[src/rtl/zyx_pkg.sv]
// Shared types and helpers for the z/y/x flag capture path.
package zyx_pkg;

  // One captured flag sample. The packed layout is {z,y,x}, so bit 2 is z.
  typedef struct packed {
    logic z;
    logic y;
    logic x;
  } zyx_t;

  // Value of the "previously seen" sample after reset.
  localparam logic [2:0] ZYX_RESET = 3'b000;

  // Packs the three separate flags into one sample.
  function automatic zyx_t zyx_pack(input logic z, input logic y, input logic x);
    zyx_t r;
    r.z = z;
    r.y = y;
    r.x = x;
    return r;
  endfunction

endpackage

[src/rtl/zyx_change_detect.sv]
// Packs the incoming flags and flags any difference from the last sample seen.
module zyx_change_detect
  import zyx_pkg::*;
(
  input  logic i_clk,
  input  logic i_arst,
  input  logic i_srst,
  input  logic i_z,
  input  logic i_y,
  input  logic i_x,
  output zyx_t o_sample,
  output logic o_push
);

  zyx_t r_prev;
  zyx_t w_sample;

  // Current sample and change flag, both combinational.
  always_comb begin
    w_sample = zyx_pack(i_z, i_y, i_x);
    o_sample = w_sample;
    o_push   = (w_sample != r_prev);
  end

  // prev tracks every sample, even ones the FIFO ends up dropping.
  always_ff @(posedge i_clk or posedge i_arst) begin
    if (i_arst) begin
      r_prev <= ZYX_RESET;
    end else if (i_srst) begin
      r_prev <= ZYX_RESET;
    end else begin
      r_prev <= w_sample;
    end
  end

endmodule

[src/rtl/zyx_capture_fifo.sv]
// Captures changes of the z/y/x flags into a small FIFO drained by a consumer.
// Handshake: o_data is presented while o_valid=1. An entry is removed on a
// posedge where o_valid && i_ready. o_valid never waits on i_ready, and o_data
// holds steady until the entry is taken. Producers are never stalled. A change
// that arrives while the FIFO is full and nothing pops is dropped and counted.
module zyx_capture_fifo
  import zyx_pkg::*;
#(
  parameter int DEPTH  = 4,
  parameter int DROP_W = 8
) (
  input  logic                         i_clk,
  input  logic                         i_arst,
  input  logic                         i_srst,
  input  logic                         i_z,
  input  logic                         i_y,
  input  logic                         i_x,
  output logic [2:0]                   o_data,
  output logic                         o_valid,
  input  logic                         i_ready,
  output logic [$clog2(DEPTH+1)-1:0]   o_level,
  output logic                         o_overflow,
  output logic [DROP_W-1:0]            o_drops
);

  localparam int AW = $clog2(DEPTH);
  localparam int PW = AW + 1;
  localparam int LW = $clog2(DEPTH + 1);

  zyx_t              w_sample;
  logic              w_push;
  logic              w_pop;
  logic              w_full;
  logic              w_empty;
  logic              w_wr;
  logic              w_drop;
  logic [PW-1:0]     w_level;

  logic [PW-1:0]     r_wptr;
  logic [PW-1:0]     r_rptr;
  logic [2:0]        r_mem [DEPTH];
  logic              r_overflow;
  logic [DROP_W-1:0] r_drops;

  zyx_change_detect u_detect (
    .i_clk    (i_clk),
    .i_arst   (i_arst),
    .i_srst   (i_srst),
    .i_z      (i_z),
    .i_y      (i_y),
    .i_x      (i_x),
    .o_sample (w_sample),
    .o_push   (w_push)
  );

  // Pointer status and accept/drop decisions. A full FIFO still accepts a
  // push when the head leaves in the same cycle.
  always_comb begin
    w_empty = (r_wptr == r_rptr);
    w_full  = (r_wptr[PW-1] != r_rptr[PW-1]) && (r_wptr[AW-1:0] == r_rptr[AW-1:0]);
    w_pop   = !w_empty && i_ready;
    w_wr    = w_push && (!w_full || w_pop);
    w_drop  = w_push && w_full && !w_pop;
    w_level = r_wptr - r_rptr;
  end

  // Outputs read straight from registered state, so no fall-through.
  always_comb begin
    o_data     = r_mem[r_rptr[AW-1:0]];
    o_valid    = !w_empty;
    o_level    = LW'(w_level);
    o_overflow = r_overflow;
    o_drops    = r_drops;
  end

  // Storage carries no reset; its contents only matter while o_valid=1.
  always_ff @(posedge i_clk) begin
    if (w_wr && !i_srst) begin
      r_mem[r_wptr[AW-1:0]] <= w_sample;
    end
  end

  // Pointers, sticky overflow and saturating drop count.
  always_ff @(posedge i_clk or posedge i_arst) begin
    if (i_arst) begin
      r_wptr     <= '0;
      r_rptr     <= '0;
      r_overflow <= 1'b0;
      r_drops    <= '0;
    end else if (i_srst) begin
      r_wptr     <= '0;
      r_rptr     <= '0;
      r_overflow <= 1'b0;
      r_drops    <= '0;
    end else begin
      if (w_wr) begin
        r_wptr <= r_wptr + 1'b1;
      end
      if (w_pop) begin
        r_rptr <= r_rptr + 1'b1;
      end
      if (w_drop) begin
        r_overflow <= 1'b1;
        if (r_drops != '1) begin
          r_drops <= r_drops + 1'b1;
        end
      end
    end
  end

endmodule

[config.mk]
export PLATFORM = sky130hd
export DESIGN_NAME = zyx_capture_fifo
export DESIGN_NICKNAME = d
export VERILOG_FILES = /design/src/rtl/zyx_pkg.sv /design/src/rtl/zyx_change_detect.sv /design/src/rtl/zyx_capture_fifo.sv
export SDC_FILE = /design/constraint.sdc
export NUM_CORES = 1
export LEC_CHECK = 0
export CORE_UTILIZATION = 53
export DETAILED_ROUTE_END_ITERATION = 6
export GPL_ROUTABILITY_DRIVEN = 0
export PLACE_DENSITY = 0.79
export SLEW_MARGIN = 20
export SYNTH_ARGS = -nofsm -noshare
export SYNTH_HDL_FRONTEND = slang
export SYNTH_SLANG_ARGS = --single-unit
[constraint.sdc]
create_clock -name i_clk -period 2.45 [get_ports i_clk]
set_input_delay 0.49 -clock i_clk [delete_from_list [all_inputs] [get_ports i_clk]]
set_output_delay 0.49 -clock i_clk [all_outputs]
set_load 0.1 [all_outputs]
==> results of run 1 <==
## per-stage QoR
step / worst slack (ns) / hold WS (ns) / power (W)
6_report: 0.1104 / 0.5347 / 0.001904
5_1_grt: 0.03178 / 0.5832 / 0.001971
4_1_cts: 0.02536 / 0.5393 / 0.001909
3_5_place_dp: 0.1218 / 0.5182 / 0.001495
3_3_place_gp: 0.1725 / 0.5067 / 0.001474
2_1_floorplan: 0.1510 / 0.4286 / 0.001221
## layout make-up
| class | instances | area (um2) |
|---|---|---|
| multi-input cells | 83 | 670.6 |
| inverters | 10 | 37.54 |
| well taps | 31 | 38.79 |
| clock inverters | 1 | 30.03 |
| repair buffers | 28 | 275.3 |
| flip-flops and latches | 30 | 812.0 |
| clock buffers | 7 | 55.05 |
| fillers | 194 | 814.5 |
## worst min path at each step
stage	start	end	slack, ns	cells after the start
floorplan	i_arst	o_drops[0]$_DFFE_PP0P_	0.43	1
global placement	o_overflow$_DFFE_PP0P_	o_overflow$_DFFE_PP0P_	0.51	2
detailed placement	o_overflow$_DFFE_PP0P_	o_overflow$_DFFE_PP0P_	0.52	2
CTS	o_overflow$_DFFE_PP0P_	o_overflow$_DFFE_PP0P_	0.54	2
global route	o_overflow$_DFFE_PP0P_	o_overflow$_DFFE_PP0P_	0.58	2
finish	o_overflow$_DFFE_PP0P_	o_overflow$_DFFE_PP0P_	0.53	2
## state kept, by name (all words and copies together) (netlist names)
register / flops
o_drops: 8
o_overflow: 1
r_mem: 12
r_rptr: 3
r_wptr: 3
u_detect.r_prev: 3
## power by group through the flow
stage	Combinational (W)	Clock (W)	Sequential (W)
after floorplan	0.000618	0	0.000603
after global placement	0.000870	0	0.000603
after detailed placement	0.000887	0	0.000608
after CTS	0.000890	0.000421	0.000598
after global routing	0.000925	0.000443	0.000603
final	0.000892	0.000415	0.000597
## cells by family (layout without fill, tap and decap cells)
| group | Yosys count | count (layout) | share of synthesized area [%] |
|---|---|---|---|
| buffers and inverters | 15 | 46 | 3.872 |
| DFF | 30 | 30 | 53.38 |
| muxes | 6 | 6 | 6.589 |
| adders and majority gates | 9 | 9 | 7.908 |
| xor gates and xnor gates | 8 | 8 | 4.613 |
| AOI/OAI and AO/OA | 22 | 22 | 8.731 |
| and+or+nand+nor | 38 | 38 | 14.91 |
## timing repair
action,CTS,global route
pin swaps,0,0
gates resized for setup,1,1
setup buffers,0,1
endpoints found under the setup margin,1,1
## metal layers
metal / GRT usage [%] / vias to the layer above
li1: - / 524
met1: 26.39 / 519
met2: 37.18 / 26
met3: 5.386 / 7
met4: 10.00 / 0
met5: 0 / -
## critical path: stages, from the launching register on
cell	delay, ns
dfrtp_1	0.42
inv_1	0.10
ha_1	0.22
fa_2	0.38
xnor2_4	0.19
buf_12	0.19
## cells in the final DEF, fill, tap and decap left out, types with 2 or more instances in the layout
master           count
a21oi_1              9
and2_1               5
buf_12               4
buf_4               18
clkbuf_4             5
clkdlybuf4s50_1      6
dfrtp_1             17
edfxtp_1            12
ha_1                 8
inv_1               10
mux4_2               3
nand3_1              4
nand4_1              3
nor2_1               5
nor2b_1              5
nor3_1               4
o211ai_1             2
o21ai_0              5
o31ai_1              4
or3_1                2
or3b_2               2
or4_1                5
xor2_1               6
==> results by group, run 1 <==
Routing
  • Via density: 5.663
  • Post-Route WL: 2974 um
  • DRT iter0 DRCs: 41
  • WL met3: 112 um
  • Routed wire per std cell: 15.65 um
  • Routed metal-1 wirelength: 1255 um
  • DR top layer: met4
  • Post-route ant nets: 0
  • Met2 WL: 1536 um
  • Vias: 1076
  • Initial DRT Pass Iterations: 4
  • # DRC: 0

Clock tree
  • CTS clock-pin slew for the worst setup and hold paths: 0.10 ns
  • Clk Latency, worst-skew pair: 0.33 ns
  • TritonCTS Buffers: 5
  • Num Clock Sinks: 30
  • Clock tree root driver cell: clkbuf_4
  • CTS tree: built
  • CTS H-Tree Depth: 2
  • CTS max path bufs: 2
  • Hold_buf cts: 0

Yosys
  • Post-Syn Area: 0.001519 mm2
  • Average cell area after synthesis: 11.87 um2
  • Leading post-synthesis cells by cell area: dfrtp_1 30%, edfxtp_1 24%, ha_1 6.6%
  • Post-Synthesis Cells: 128
  • Post-synth top cells: 18 x dfrtp_1, 12 x edfxtp_1, 10 x inv_1
  • Register area share after synthesis: 53.38%
  • Top cell type's share of synthesized area: 29.65%
  • Number of flops mapped to enable cells by yosys: 12
  • Synthesis warning total: 0
  • Synth Net Count: 144
  • Most frequent cell after synthesis: dfrtp_1
  • Yosys top cell by area: dfrtp_1
  • Register bit total from synthesis: 30
  • Main synth FF type: dfrtp_1
  • Async S/R FF share, synth: 60.00%
  • Post-synthesis cell type count: 31

Global routing
  • Grt ovf: 0
  • Vias in the first global route: 1098
  • Initial antenna violation count: 0
  • Pin count of the biggest net entering global routing: 22
  • Gr usage total: 21.95%
  • First-pass GRT wire length: 5071 um

Worst hold path
  • Hold Crit Class: flip-flop to flip-flop

Worst setup path
  • Worst r2r src: r_rptr[1]$_DFFE_PP0P_
  • Worst setup path end: o_level[2]
  • Worst Setup Start Kind: flip-flop
  • FF-to-FF setup slack: 0.29 ns
  • WP data required: 1.96 ns
  • Worst setup EP type: output pin
  • Crit path DAT: 1.85 ns
  • Crit path launch: r_wptr[0]$_DFFE_PP0P_
  • Crit Path Class: flip-flop to output pin
  • Worst reg2reg path endpoint: o_drops[7]$_DFFE_PP0P_
  • R2r worst-path depth: 6
  • Crit-path max FO: 5

Floorplanning
  • Die area: 0.003084 mm2
  • Core ar.: 0.002734 mm2
  • Die height: 55.54 um
  • IO Pins: 23
  • Initial core utilization: 55.56%
  • Row count: 19
  • DIE WIDTH: 55.54 um

Timing
  • Clock skew: 0.009811 ns
  • Tightest Pin Transition: 0.7191 ns
  • Minimum clock period: 2.340 ns
  • Fmax: 0.4274 GHz
  • Fin crit share: 95.49%
  • Final setup viols: 0
  • Final number of max-transition violations: 0
  • Sum Neg Setup Slack: 0 ns
  • Unrepaired setup endpoints after global routing: no
  • Final Hold Viols: 0
  • Headroom to the max-slew limit: 52.01%

Pwr
  • Switch Pwr: 0.0008034 W
  • Lkg Pwr: 0.8246 nW
  • Gate power share: 46.9%
  • Cell area power density: 991.9 mW/mm2
  • Flop pwr share: 31.3%
  • Power Internal: 0.001100 W
  • Clock power frac: 21.8%
  • Switching Fraction: 42.20%
  • Peak supply drop: 1102 uV

Run status
  • Outcome: completed

Place
  • Placed Area: 0.001823 mm2
  • Post-DP HPWL: 2120 um
  • Input/output buffers: 22
  • Post-Place Cells: 181

Layout
  • Fin util: 70.21%
  • P&R area growth vs syn: 26.36%
  • Antenna diodes: 0
  • Nets: 174
  • Non-Filler Instances: 190
  • Final instance area: 0.001919 mm2
  • Layout cells sized above 1: 23.90%

Run
  • Max-cap violations: 0
Power figures use the tool's default switching activity.
==> inputs of run 2 (changes only) <==
clock period = 2.4 ns   (was 2.45 ns; I/O delays follow)
==> run 2 against run 1 <==
- core utilization grew 2.2 points
- cell count grew 3.2%
- combinational power rose by 12%
- worst hold slack improved by 0.0021 ns
- via count up 3.6%
- sequential power down 2%
- setup slack worse by 0.036 ns
- critical path depth is the same
- flip-flop and latch count unchanged
- first-iteration DRC count is 32% lower
- clock power shrank 4.8%
- total power rose by 3.9%
==> results by group, run 2 (synthesized netlist as in run 1, its figures left out) <==
Worst setup path
  • WP data required: 1.92 ns
  • Crit Path Class: flip-flop to output pin
  • Worst Setup Start Kind: flip-flop
  • Crit path DAT: 1.85 ns
  • Worst setup EP type: output pin
  • Crit-path max FO: 3

Global routing
  • Pin count of the biggest net entering global routing: 22
  • Grt ovf: 0
  • Vias in the first global route: 1149
  • First-pass GRT wire length: 5299 um
  • Gr usage total: 23.08%
  • Initial antenna violation count: 0

Place
  • Place WS: 0.1577 ns
  • Input/output buffers: 22
  • Post-DP HPWL: 2301 um

Floorplanning
  • Die height: 55.54 um
  • IO Pins: 23
  • Row count: 19
  • Initial core utilization: 55.56%
  • DIE WIDTH: 55.54 um
  • Die area: 0.003084 mm2
  • Core ar.: 0.002734 mm2

Clock tree
  • Clock tree root driver cell: clkbuf_4
  • Clk Latency, worst-skew pair: 0.33 ns
  • TritonCTS Buffers: 5
  • CTS H-Tree Depth: 2
  • CTS clock-pin slew for the worst setup and hold paths: 0.09 ns
  • CTS tree: built
  • Num Clock Sinks: 30
  • Hold_buf cts: 0
  • CTS max path bufs: 2

Run
  • Max-cap violations: 0

Layout
  • Antenna diodes: 0
  • Most frequent cells in the layout: 22 x buf_4, 18 x dfrtp_1, 12 x edfxtp_1, 10 x inv_1, 9 x a21oi_1
  • Most common cell after layout, fill and taps aside: buf_4
  • Nets: 180
  • Largest register FFs: 12
  • Layout cells sized above 1: 26.67%
  • P&R area growth vs syn: 30.40%

Timing
  • Final setup viols: 0
  • Headroom to the max-slew limit: 52.97%
  • Fmax: 0.4300 GHz
  • Post-route setup slack: 0.07436 ns
  • Final Hold Viols: 0
  • Minimum clock period: 2.326 ns
  • Tightest Pin Transition: 0.7047 ns
  • Fin crit share: 96.90%
  • Final number of max-transition violations: 0
  • Unrepaired setup endpoints after global routing: no
  • Clock skew: 0.004996 ns
  • Sum Neg Setup Slack: 0 ns

Run status
  • Outcome: completed

Pwr
  • Lkg Pwr: 0.8651 nW
  • Peak supply drop: 1023 uV
  • Cell area power density: 998.4 mW/mm2

Worst hold path
  • Hold Crit Class: flip-flop to flip-flop

Routing
  • # DRC: 0
  • Routed wire per std cell: 16.15 um
  • Post-route ant nets: 0
  • Initial DRT Pass Iterations: 4
  • Via density: 5.689
  • Post-Route WL: 3165 um
  • Vias: 1115
  • DRT iter0 DRCs: 28
-- run 2: cell types whose count changed in the layout (fill, tap and decap cells not counted), sizes merged --
| cell | before | now |
|---|---|---|
| buf | 22 | 28 |
| clkinv | 0 | 2 |
| clkbuf | 7 | 5 |
-- run 2: metrics by stage --
step | utilization [%] | instance area, um2 | std cells | hold slack [ns] | power (W)
global route | 72.45 | 1981 | 196 | 0.5720 | 0.002051
detailed placement | 69.24 | 1893 | 187 | 0.5258 | 0.001593
finish | 72.45 | 1981 | 196 | 0.5368 | 0.001978
global placement | 69.24 | 1893 | 187 | 0.5057 | 0.001564
CTS | 72.45 | 1981 | 196 | 0.5430 | 0.001997
floorplan | - | 1538 | 128 | 0.4186 | 0.001247
-- run 2: final cells by class --
type                            count  area [um2]
Tap cell                           31       38.79
Clock inverter                      3       40.04
Fill cell                         190       753.2
Inverter                           10       37.54
Clock buffer                        5       37.54
Multi-Input combinational cell     83       670.6
Timing Repair Buffer               34       345.3
Sequential cell                    30       810.8
-- run 2: final timing paths --
kind                       slack (ns)                     end              startpoint  cells past startpoint
setup / recovery                 0.07              o_level[1]   r_wptr[0]$_DFFE_PP0P_                      5
hold / removal                   0.54  o_overflow$_DFFE_PP0P_  o_overflow$_DFFE_PP0P_                      2
setup reg to reg                 0.35  o_drops[7]$_DFFE_PP0P_   r_wptr[0]$_DFFE_PP0P_                      6
hold reg to reg                  0.54  o_overflow$_DFFE_PP0P_  o_overflow$_DFFE_PP0P_                      2
max in group asynchronous        1.41   r_wptr[2]$_DFFE_PP0P_                  i_arst                      2
min in group asynchronous        0.55  o_drops[7]$_DFFE_PP0P_                  i_arst                      2
-- run 2: per-layer routing --
metal	global-route usage, %	vias to the layer above	part of all wire [%]
met1	27.27	547	41
met3	5.152	7	2.9
met4	12.14	0	1.9
met5	0	-	0
met2	39.24	22	54
li1	-	539	-
-- run 2: worst max-delay path, cell delays in order (launching register included) --
cell and delay (ns):
dfrtp_1 0.41, inv_1 0.12, ha_1 0.22, fa_2 0.46, inv_1 0.12, buf_12 0.18
-- run 2: timing repair --
action	in CTS	in global routing
endpoints found under the setup margin	2	0
resized for setup	1	0
buffers inserted	1	0
-- run 2: where the power goes --
group,internal (W),switching (W)
combinational,0.000356,0.000639
clock,0.000216,0.000179
sequential,0.000568,0.0000205
total,0.00114,0.000839
